[config.mk]
export PLATFORM = sky130hd
export DESIGN_NAME = oam_dma_engine
export DESIGN_NICKNAME = d
export VERILOG_FILES = /design/src/rtl/oam_dma_engine_pkg.sv /design/src/rtl/oam_dma_engine.sv
export SDC_FILE = /design/constraint.sdc
export NUM_CORES = 1
export LEC_CHECK = 0
export CAP_MARGIN = 25
export CORE_UTILIZATION = 38
export DETAILED_ROUTE_END_ITERATION = 16
export MAX_ROUTING_LAYER = met4
export PLACE_DENSITY = 0.86
export REMOVE_ABC_BUFFERS = 1
export SYNTH_ARGS = -nofsm -noshare
export SYNTH_HDL_FRONTEND = slang
export SYNTH_SLANG_ARGS = --single-unit
export TNS_END_PERCENT = 20
[constraint.sdc]
create_clock -name I_CLK -period 4.8 [get_ports I_CLK]
set_input_delay 0.96 -clock I_CLK [delete_from_list [all_inputs] [get_ports I_CLK]]
set_output_delay 0.96 -clock I_CLK [all_outputs]
set_load 0.03 [all_outputs]
[src/rtl/oam_dma_engine_pkg.sv]
// Shared definitions for the OAM DMA engine: default geometry, FSM state
// encoding and the WRAM echo page mapping helper.
package oam_dma_engine_pkg;

    // Default transfer geometry: OAM starts at FE00, 160 bytes per copy.
    localparam logic [15:0]  OAM_LO      = 16'hFE00;
    localparam int unsigned  OAM_DMA_LEN = 160;

    // Encodings kept identical to the legacy memdef values.
    typedef enum logic [2:0] {
        IDLE    = 3'd0,
        START   = 3'd1,
        XFER    = 3'd2,
        DRAIN   = 3'd3,
        DONE_ST = 3'd4
    } dma_state_t;

    // Pages E0..FF mirror WRAM at C0..DF.
    function automatic logic [7:0] echo_map(input logic [7:0] page);
        return (page >= 8'hE0) ? (page - 8'h20) : page;
    endfunction

endpackage

[src/rtl/oam_dma_engine.sv]
// OAM DMA bus master. A write to the DMA register latches a source page and
// copies XFER_LEN bytes from {page,00} to DEST_BASE, one byte per cycle, with
// the read of byte k overlapped with the write of byte k-1.
// Optional build macro: OAM_DMA_ECHO_MAP_EN (maps source pages E0..FF onto
// C0..DF on the read address; the register readback stays raw).
module oam_dma_engine
    import oam_dma_engine_pkg::*;
#(
    parameter int unsigned XFER_LEN    = OAM_DMA_LEN,
    parameter logic [15:0] DEST_BASE   = OAM_LO,
    parameter int unsigned START_DELAY = 1
) (
    input  logic        I_CLK,
    input  logic        I_RESET,
    input  logic        I_DMA_REG_WE_L,
    input  logic [7:0]  I_DMA_REG_DATA,
    output logic [7:0]  O_DMA_REG_DATA,
    output logic [15:0] O_RDMA_ADDR,
    output logic        O_RDMA_RE_L,
    input  logic [7:0]  I_RDMA_DATA,
    output logic [15:0] O_WDMA_ADDR,
    output logic [7:0]  O_WDMA_DATA,
    output logic        O_WDMA_WE_L,
    output logic        O_DMA_BUSY,
    output logic        O_DMA_DONE
);

    localparam logic [7:0] LAST_IDX = 8'(XFER_LEN - 1);
    localparam logic [1:0] DLY_LAST = 2'(START_DELAY - 1);

    dma_state_t state, state_n;
    logic [7:0] idx, idx_n;        // index of the byte being read
    logic [1:0] dly_cnt, dly_n;    // START wait counter
    logic [7:0] src_hi;            // raw page as written by the CPU
    logic       wr_vld, wr_vld_n;  // a read was issued last cycle
    logic [7:0] wr_idx, wr_idx_n;  // index of that read (write pipeline)
    logic [7:0] src_rd;
    logic       trig;

    assign trig = ~I_DMA_REG_WE_L;

    // Page presented on the read address
`ifdef OAM_DMA_ECHO_MAP_EN
    assign src_rd = echo_map(src_hi);
`else
    assign src_rd = src_hi;
`endif

    // Next-state logic: a trigger in any state restarts the copy at index 0
    always_comb begin
        state_n  = state;
        idx_n    = idx;
        dly_n    = dly_cnt;
        wr_vld_n = 1'b0;
        wr_idx_n = wr_idx;
        if (trig) begin
            // Clearing wr_vld here drops the write of the byte read this cycle.
            idx_n   = '0;
            dly_n   = '0;
            state_n = (START_DELAY == 0) ? XFER : START;
        end else begin
            case (state)
                IDLE: begin
                    state_n = IDLE;
                end
                START: begin
                    if (dly_cnt == DLY_LAST) begin
                        state_n = XFER;
                        idx_n   = '0;
                    end else begin
                        dly_n = dly_cnt + 2'd1;
                    end
                end
                XFER: begin
                    wr_vld_n = 1'b1;
                    wr_idx_n = idx;
                    if (idx == LAST_IDX) begin
                        state_n = DRAIN;
                    end else begin
                        idx_n = idx + 8'd1;
                    end
                end
                DRAIN: begin
                    state_n = DONE_ST;
                end
                DONE_ST: begin
                    state_n = IDLE;
                end
                default: begin
                    state_n = IDLE;
                end
            endcase
        end
    end

    // State, counters and write pipeline registers
    always_ff @(posedge I_CLK) begin
        if (I_RESET) begin
            state   <= IDLE;
            idx     <= '0;
            dly_cnt <= '0;
            wr_vld  <= 1'b0;
            wr_idx  <= '0;
        end else begin
            state   <= state_n;
            idx     <= idx_n;
            dly_cnt <= dly_n;
            wr_vld  <= wr_vld_n;
            wr_idx  <= wr_idx_n;
        end
    end

    // Source page register, also the CPU readback value
    always_ff @(posedge I_CLK) begin
        if (I_RESET) begin
            src_hi <= '0;
        end else if (trig) begin
            src_hi <= I_DMA_REG_DATA;
        end
    end

    assign O_DMA_REG_DATA = src_hi;

    // Bus strobes and addresses; returned read data passes straight to the write port
    always_comb begin
        O_RDMA_RE_L = 1'b1;
        O_RDMA_ADDR = '0;
        O_WDMA_WE_L = 1'b1;
        O_WDMA_ADDR = '0;
        O_WDMA_DATA = '0;
        if (state == XFER) begin
            O_RDMA_RE_L = 1'b0;
            O_RDMA_ADDR = {src_rd, idx};
        end
        if (wr_vld) begin
            O_WDMA_WE_L = 1'b0;
            O_WDMA_ADDR = DEST_BASE + {8'h00, wr_idx};
            O_WDMA_DATA = I_RDMA_DATA;
        end
    end

    // Busy covers the trigger cycle itself so a back-to-back trigger on DONE_ST keeps it high
    always_comb begin
        O_DMA_BUSY = ~I_RESET & (trig | (state inside {START, XFER, DRAIN}));
        O_DMA_DONE = (state == DONE_ST);
    end

endmodule

==> results by group, run 1 <==
STA
  – RSZ-0062 raised after global routing: false
  – Least-Margin Pin Slew: roughly 0.81 ns
  – Pins Over Slew Limit: 0
  – Fmax: about 280 MHz
  – Slew margin rel.: a little under half
  – Hold WS: about 0.45 ns
  – Final hold violations: 0
  – Final setup viols: 0
  – Sum Neg Setup Slack: 0 ns
  – Clock Skew: 0.00448 ns
  – Crit share post-route: 75.2%
  – Min Tclk post-route: 3.61 ns

Worst setup path
  – Critical path peak fanout: 19
  – Worst Setup End Kind: output port
  – CP Launch Point: I_RESET
  – Worst path most repeated cell: clkdlybuf4s50_1
  – Buf/Inv on CP: 2
  – R2R depth: 4
  – Crit-path cells: clkdlybuf4s50_1 -> a21oi_1 -> clkdlybuf4s50_1
  – Critical path class: input pin to output port
  – Critical path depth: 3
  – Worst path slowest cell: clkdlybuf4s50_1
  – R2r endpoint: idx[4]
  – Critical Path Start Type: input pin
  – Worst setup path endpoint: O_DMA_BUSY
  – Reg-to-reg startpoint: state[1]
  – R2r setup slk: between 2 and 3 ns
  – Top delay family on crit path: buffers and inverters
  – Critical path arrival: about 2.7 ns
  – Req. time, crit path: ~3.8 ns
  – Critical path's largest stage delay: 0.73 ns

CTS
  – Total clock sinks: 30
  – CTS Buffer Depth: 2
  – # resized after CTS: 0
  – Num CTS Buffers: 5
  – CTS clk-pin slew, worst paths: around 0.06 ns
  – Root Buffer Master: clkbuf_8
  – H-Tree Depth: 2
  – CTS tree: yes
  – Clock Latency Late Sink: 0.28 ns
  – Post-CTS Hold Fix Bufs: 0
  – Setup Buffers After CTS: 0

Cells and area
  – Register Area: approximately 600 um2
  – Fin nets: 270
  – Multi-input gate area: roughly 820 um2
  – Share of layout cells above drive strength 1: 4.80%
  – Commonest non-fill, non-tap cells in the layout: 69 x clkdlybuf4s50_1, 34 x and2_1, 30 x dfxtp_1, 25 x nand2_1, 17 x nor2_1
  – Commonest non-fill, non-tap cell in the layout: clkdlybuf4s50_1
  – Post-route insts no fill: about 300
  – Area Overhead vs Synth: 47.2%
  – Fill count: ~370
  – Antenna Cells: 0

Synth
  – Leading area contributor after synthesis: dfxtp_1
  – Yosys cell types: 36
  – Avg Synthesized Cell Area: about 8.1 um2
  – Area contributors post-synth: dfxtp_1 39%, and2_1 14%, nand2_1 6.1%, mux2i_1 5.8%, a21oi_1 5.2%
  – Seq/Total Area, Yosys: approximately two fifths
  – Post-synthesis async set-or-reset flop share: 0%
  – Yosys top cell area share: just under 40%
  – EDFF count, synth: 0
  – Mapped cell area: ~1600 um2
  – Ys Warns: 0
  – Ys flop type: dfxtp_1
  – Mapped Cells: ~190
  – Post-synthesis register bit count: 30

Routing
  – Final WL: 3470 um
  – Avg WL per Cell: roughly 12 um
  – Starting DRT DRC Count: 35
  – Vias after detailed routing: 1,491
  – Vias/cell: roughly 5.0
  – DR pass1 iterations: 4
  – Final ANT Viol Nets: 0
  – Drc violations: 0

Pwr
  – Leak pwr: about 0.0008 uW
  – Design Power: roughly 530 uW
  – Cell Pwr Density: 230 nW/um2
  – Maximum VDD drop: ~0.16 mV

Floorplan
  – FP Rows: 22
  – Chip height: about 66 um
  – Core box area: approximately 3800 um2
  – Die Wd: 65.9 um
  – Total die area: roughly 4300 um2
  – Initial Util: between 40% and 50%
  – I/O pins: 71

Hold path
  – Hold Crit Class: register to register

Global route
  – Total GRT Usage: roughly 18%
  – Largest net degree at the start of global routing: 25
  – Vias in the first global route: 1,355
  – First-pass GRT wire length: between 5000 and 6000 um
  – Initial antenna violation count: 0
  – Grt total ovfl: 0

Placement
  – Post-Place Cells: 290
  – Final HPWL DP: 2510 um
  – Routability cong.: approximately 0.84
  – PortBufs: between 60 and 70

Status
  – Outcome: complete, no violations

Flow run
  – Max Cap Viol: 0
-- worst reg2reg max path, cell delays in order, from the launching register on --
cell and delay (ns):
dfxtp_1 0.43, nor3b_4 0.73, o32ai_2 0.36, or4_1 0.56, a21oi_1 0.15
-- state kept, by name (all words and copies together) (netlist names) --
name and cells:
wr_vld 1, O_DMA_REG_DATA 8, idx 8, state 3, dly_cnt 2, wr_idx 8
-- per-layer routing --
metal | track usage, % | routed length (um) | vias up
li1 | - | - | 742
met1 | 19.2 | 1490 | 667
met2 | 30.2 | 1590 | 79
met3 | 6.03 | 360 | 3
met4 | 6.79 | 32 | 0
met5 | - | 0 | -
-- cell usage after synthesis, types with 2 or more instances --
master / instances
a21oi_1: 16
a31oi_1: 5
and2_1: 34
buf_1: 2
buf_4: 8
clkbuf_1: 7
dfxtp_1: 30
ha_1: 2
inv_1: 4
mux2i_1: 9
nand2_1: 25
nand3_1: 2
nor2_1: 17
nor3_1: 3
nor3b_1: 2
o21ai_0: 3
or3_1: 4
-- cell families after synthesis --
| kind of cell | count (synthesis) | share of synthesized area (%) |
|---|---|---|
| AND/OR/NAND/NOR | 98 | 34.5 |
| multiplexers | 9 | 5.81 |
| buffers and inverters | 24 | 8.31 |
| XOR/XNOR | 1 | 0.565 |
| other | 1 | 0.242 |
| adder cells (fa/ha/maj) | 2 | 1.61 |
| AO/OA/AOI/OAI | 27 | 10.3 |
| flip-flops | 30 | 38.7 |
-- where the power goes --
part	leakage, uW	switching (uW)	total (uW)	internal [uW]
Combinational	0.000510	31.9	62.5	30.6
Sequential	0.000244	5.03	259	254
Clock	0.0000482	88.4	204	115
Total	0.000802	125	525	400
-- worst min path at each step --
| stage | start | end | depth (start not counted) |
|---|---|---|---|
| 2_1_floorplan | wr_idx[0] | wr_idx[0] | 2 |
| 3_3_place_gp | wr_idx[3] | wr_idx[3] | 2 |
| 3_5_place_dp | wr_idx[4] | wr_idx[4] | 2 |
| 4_1_cts | wr_idx[4] | wr_idx[4] | 2 |
| 5_1_grt | wr_idx[3] | wr_idx[3] | 2 |
| 6_report | wr_idx[4] | wr_idx[4] | 2 |
-- layout make-up --
class                      count  area share (%)
clock buffer                   7            3.78
clock inverter                 1           0.219
inverter                       5           0.822
multi-input combinational    138            36.0
sequential                    30            26.3
tap                           48            2.63
timing repair buffer          69            30.3
-- per-stage QoR --
stage	area [um2]	setup slack [ns]	util [%]
final	2280	1.19	60.1
after detailed placement	2190	1.17	57.7
after global routing	2280	1.06	60.1
after global placement	2190	1.20	57.7
after floorplan	1440	1.50	-
after CTS	2280	1.17	60.1
No activity file was read; power rests on OpenSTA's default activity.
==> inputs of run 2 (changes only) <==
--- a/config.mk
+++ b/config.mk
@@ -6,10 +6,10 @@
 export NUM_CORES = 1
 export LEC_CHECK = 0
 export CAP_MARGIN = 25
-export CORE_UTILIZATION = 38
+export CORE_UTILIZATION = 37
 export DETAILED_ROUTE_END_ITERATION = 16
 export MAX_ROUTING_LAYER = met4
-export PLACE_DENSITY = 0.86
+export PLACE_DENSITY = 0.87
 export REMOVE_ABC_BUFFERS = 1
 export SYNTH_ARGS = -nofsm -noshare
 export SYNTH_HDL_FRONTEND = slang
==> constraint.sdc (replaced) <==
create_clock -name I_CLK -period 3 [get_ports I_CLK]
set_input_delay 0.6 -clock I_CLK [delete_from_list [all_inputs] [get_ports I_CLK]]
set_output_delay 0.6 -clock I_CLK [all_outputs]
set_load 0.03 [all_outputs]
==> run 2 against run 1 <==
Against the previous run:
- combinational power grew 63%
- clock skew grew 0.0028 ns
- critical path depth grew 1
- critical path type is now register to output port
- critical endpoint is now O_RDMA_ADDR[2]
- highest routed layer unchanged
==> results by group, run 2 (same netlist as run 1, synthesis figures left out) <==
Worst setup path
  – R2r endpoint: idx[4]
  – R2R depth: 5 (+1)
  – Top delay family on crit path: buffers and inverters
  – R2r setup slk: 0.97 ns (-1.54 ns)
  – Critical path arrival: 2.10 ns (-0.55 ns)
  – Worst Setup End Kind: output port
  – Crit-path cells: nor3b_4 -> buf_4 -> and2_1 -> clkdlybuf4s50_1
  – Reg-to-reg startpoint: idx[0]
  – Critical path's largest stage delay: 0.67 ns (-0.06 ns)
  – Buf/Inv on CP: 2 (unchanged)
  – Critical Path Start Type: register
  – Req. time, crit path: 2.40 ns (-1.44 ns)
  – Critical path class: register to output port
  – Critical path peak fanout: 20 (+1)
  – Worst path slowest cell: clkdlybuf4s50_1

Routing
  – Max Used Layer: met4
  – Wire length on met2: 1640 um (+3.4%)
  – DRT met1 WL: 1440 um (-2.9%)
  – Avg WL per Cell: 11.5 um (-1.1%)
  – Starting DRT DRC Count: 46 (+31%)
  – Met3 Wirelength: 347 um (-3.6%)
  – Final ANT Viol Nets: 0 (unchanged)
  – Vias/cell: 4.87 (-2.7%)
  – Drc violations: 0 (unchanged)
  – Final WL: 3490 um (+0.58%)
  – Vias after detailed routing: 1,475 (-1.1%)
  – DR pass1 iterations: 4 (unchanged)

STA
  – Final hold violations: 0 (unchanged)
  – Slew margin rel.: 52.0% (+6.1 points)
  – Sum Neg Setup Slack: 0 ns (unchanged)
  – Pins Over Slew Limit: 0 (unchanged)
  – Min Tclk post-route: ~2.7 ns
  – Final setup viols: 0 (unchanged)
  – Fmax: 370 MHz
  – Clock Skew: 0.00726 ns (+0.00278 ns)
  – Crit share post-route: between 90% and 100%
  – Least-Margin Pin Slew: 0.711 ns (-0.101 ns)
  – RSZ-0062 raised after global routing: false

Hold path
  – Worst hold path depth: 2 (unchanged)
  – Hold Startpoint: wr_idx[3]
  – Hold path endpoint: wr_idx[3]
  – Hold Crit Class: register to register

Pwr
  – Sw Ratio: 24.4% (+0.57 points)
  – Design Power: 849 uW (+62%)
  – Reg power frac: 48.8% (-0.5 points)
  – P_sw: 208 uW (+66%)
  – Clock Power Share: 39.1% (+0.3 points)
  – Internal Power: 642 uW (+60%)
  – Gate power share: 12.1% (+0.2 points)
  – Cell Pwr Density: 368 nW/um2 (+60%)
  – Leak pwr: 0.000817 uW (+1.9%)
  – Maximum VDD drop: 0.264 mV (+60%)

CTS
  – Post-CTS Hold Fix Bufs: 0 (unchanged)
  – Total clock sinks: 30 (unchanged)
  – Clock Latency Late Sink: 0.28 ns (about the same)
  – Setup Buffers After CTS: 0 (unchanged)
  – CTS clk-pin slew, worst paths: 0.06 ns (about the same)
  – # resized after CTS: 0 (unchanged)
  – Root Buffer Master: clkbuf_8
  – H-Tree Depth: 2 (unchanged)
  – Num CTS Buffers: 5 (unchanged)
  – CTS tree: yes
  – CTS Buffer Depth: 2 (unchanged)

Global route
  – Grt total ovfl: 0 (unchanged)
  – Total GRT Usage: 16.6% (-1.3 points)
  – First-pass GRT wire length: 5380 um (-8.2%)
  – Largest net degree at the start of global routing: 25 (unchanged)
  – Initial antenna violation count: 0 (unchanged)
  – Vias in the first global route: 1,238 (-8.6%)

Floorplan
  – Initial Util: 38.8% (-2.1 points)
  – Core box area: 4000 um2 (+5.3%)
  – FP Rows: 23 (+4.5%)
  – Chip height: 66.7 um (+1.3%)
  – Die Wd: 66.7 um (+1.3%)
  – I/O pins: 71 (unchanged)
  – Total die area: 4450 um2 (+2.6%)

Status
  – Outcome: complete, no violations

Placement
  – Routability cong.: 0.881 (+4.5%)
  – PortBufs: 69 (unchanged)
  – Final HPWL DP: 2510 um (-0.27%)
  – Post-Place Cells: 295 (+1.7%)

Flow run
  – Max Cap Viol: 0 (unchanged)

Cells and area
  – Share of layout cells above drive strength 1: 5.93% (+1.1 points)
  – Post-route insts no fill: 303 (+1.7%)
  – Area Overhead vs Synth: 48.8%
  – Antenna Cells: 0 (unchanged)
  – Fin nets: 273 (+1.1%)
  – Commonest non-fill, non-tap cell in the layout: clkdlybuf4s50_1
  – Commonest non-fill, non-tap cells in the layout: 69 x clkdlybuf4s50_1, 34 x and2_1, 30 x dfxtp_1, 25 x nand2_1, 17 x nor2_1
-- run 2: worst max-delay path by stage --
stage / start / to / slack [ns] / depth (start not counted)
2_1_floorplan: wr_vld / O_WDMA_WE_L / 0.06 / 1
3_3_place_gp: I_RDMA_DATA[1] / O_WDMA_DATA[1] / 0.57 / 3
3_5_place_dp: I_RDMA_DATA[1] / O_WDMA_DATA[1] / 0.55 / 3
4_1_cts: state[1] / O_RDMA_ADDR[2] / 0.28 / 4
5_1_grt: state[1] / O_RDMA_ADDR[2] / 0.15 / 4
6_report: state[1] / O_RDMA_ADDR[2] / 0.30 / 4
-- run 2: layout make-up --
type | instances | area (um2)
Timing Repair Buffer | 72 | 713
Inverter | 5 | 18.8
Tap cell | 50 | 62.6
Multi-Input combinational cell | 138 | 821
Clock inverter | 1 | 5.00
Clock buffer | 7 | 86.3
Fill cell | 363 | 1690
Sequential cell | 30 | 601
-- run 2: power by group through the flow --
stage | sequential, uW | clock [uW] | combinational, uW
6_report | 414 | 332 | 102
5_1_grt | 416 | 357 | 108
4_1_cts | 414 | 340 | 103
3_5_place_dp | 423 | 0 | 103
3_3_place_gp | 423 | 0 | 101
2_1_floorplan | 436 | 0 | 31.0
-- run 2: metrics by stage --
step	util, %	cell area (um2)	setup slack (ns)	hold WS, ns
6_report	57.7	2310	0.297	0.445
5_1_grt	57.7	2310	0.153	0.463
4_1_cts	57.7	2310	0.280	0.451
3_5_place_dp	55.4	2220	0.546	0.443
3_3_place_gp	55.4	2220	0.570	0.438
2_1_floorplan	-	1440	0.0598	0.426
-- run 2: tightest hold or removal path, stage by stage (launching register included) --
cell and delay (ns):
dfxtp_1 0.30, nand2_1 0.05, a21oi_1 0.05
-- run 2: per-layer routing --
metal  global-route usage (%)  vias to the layer above
met1                     17.5                      658
met4                     8.24                        0
met3                     4.97                        6
met2                     28.0                       65
li1                         -                      746
met5                        -                        -
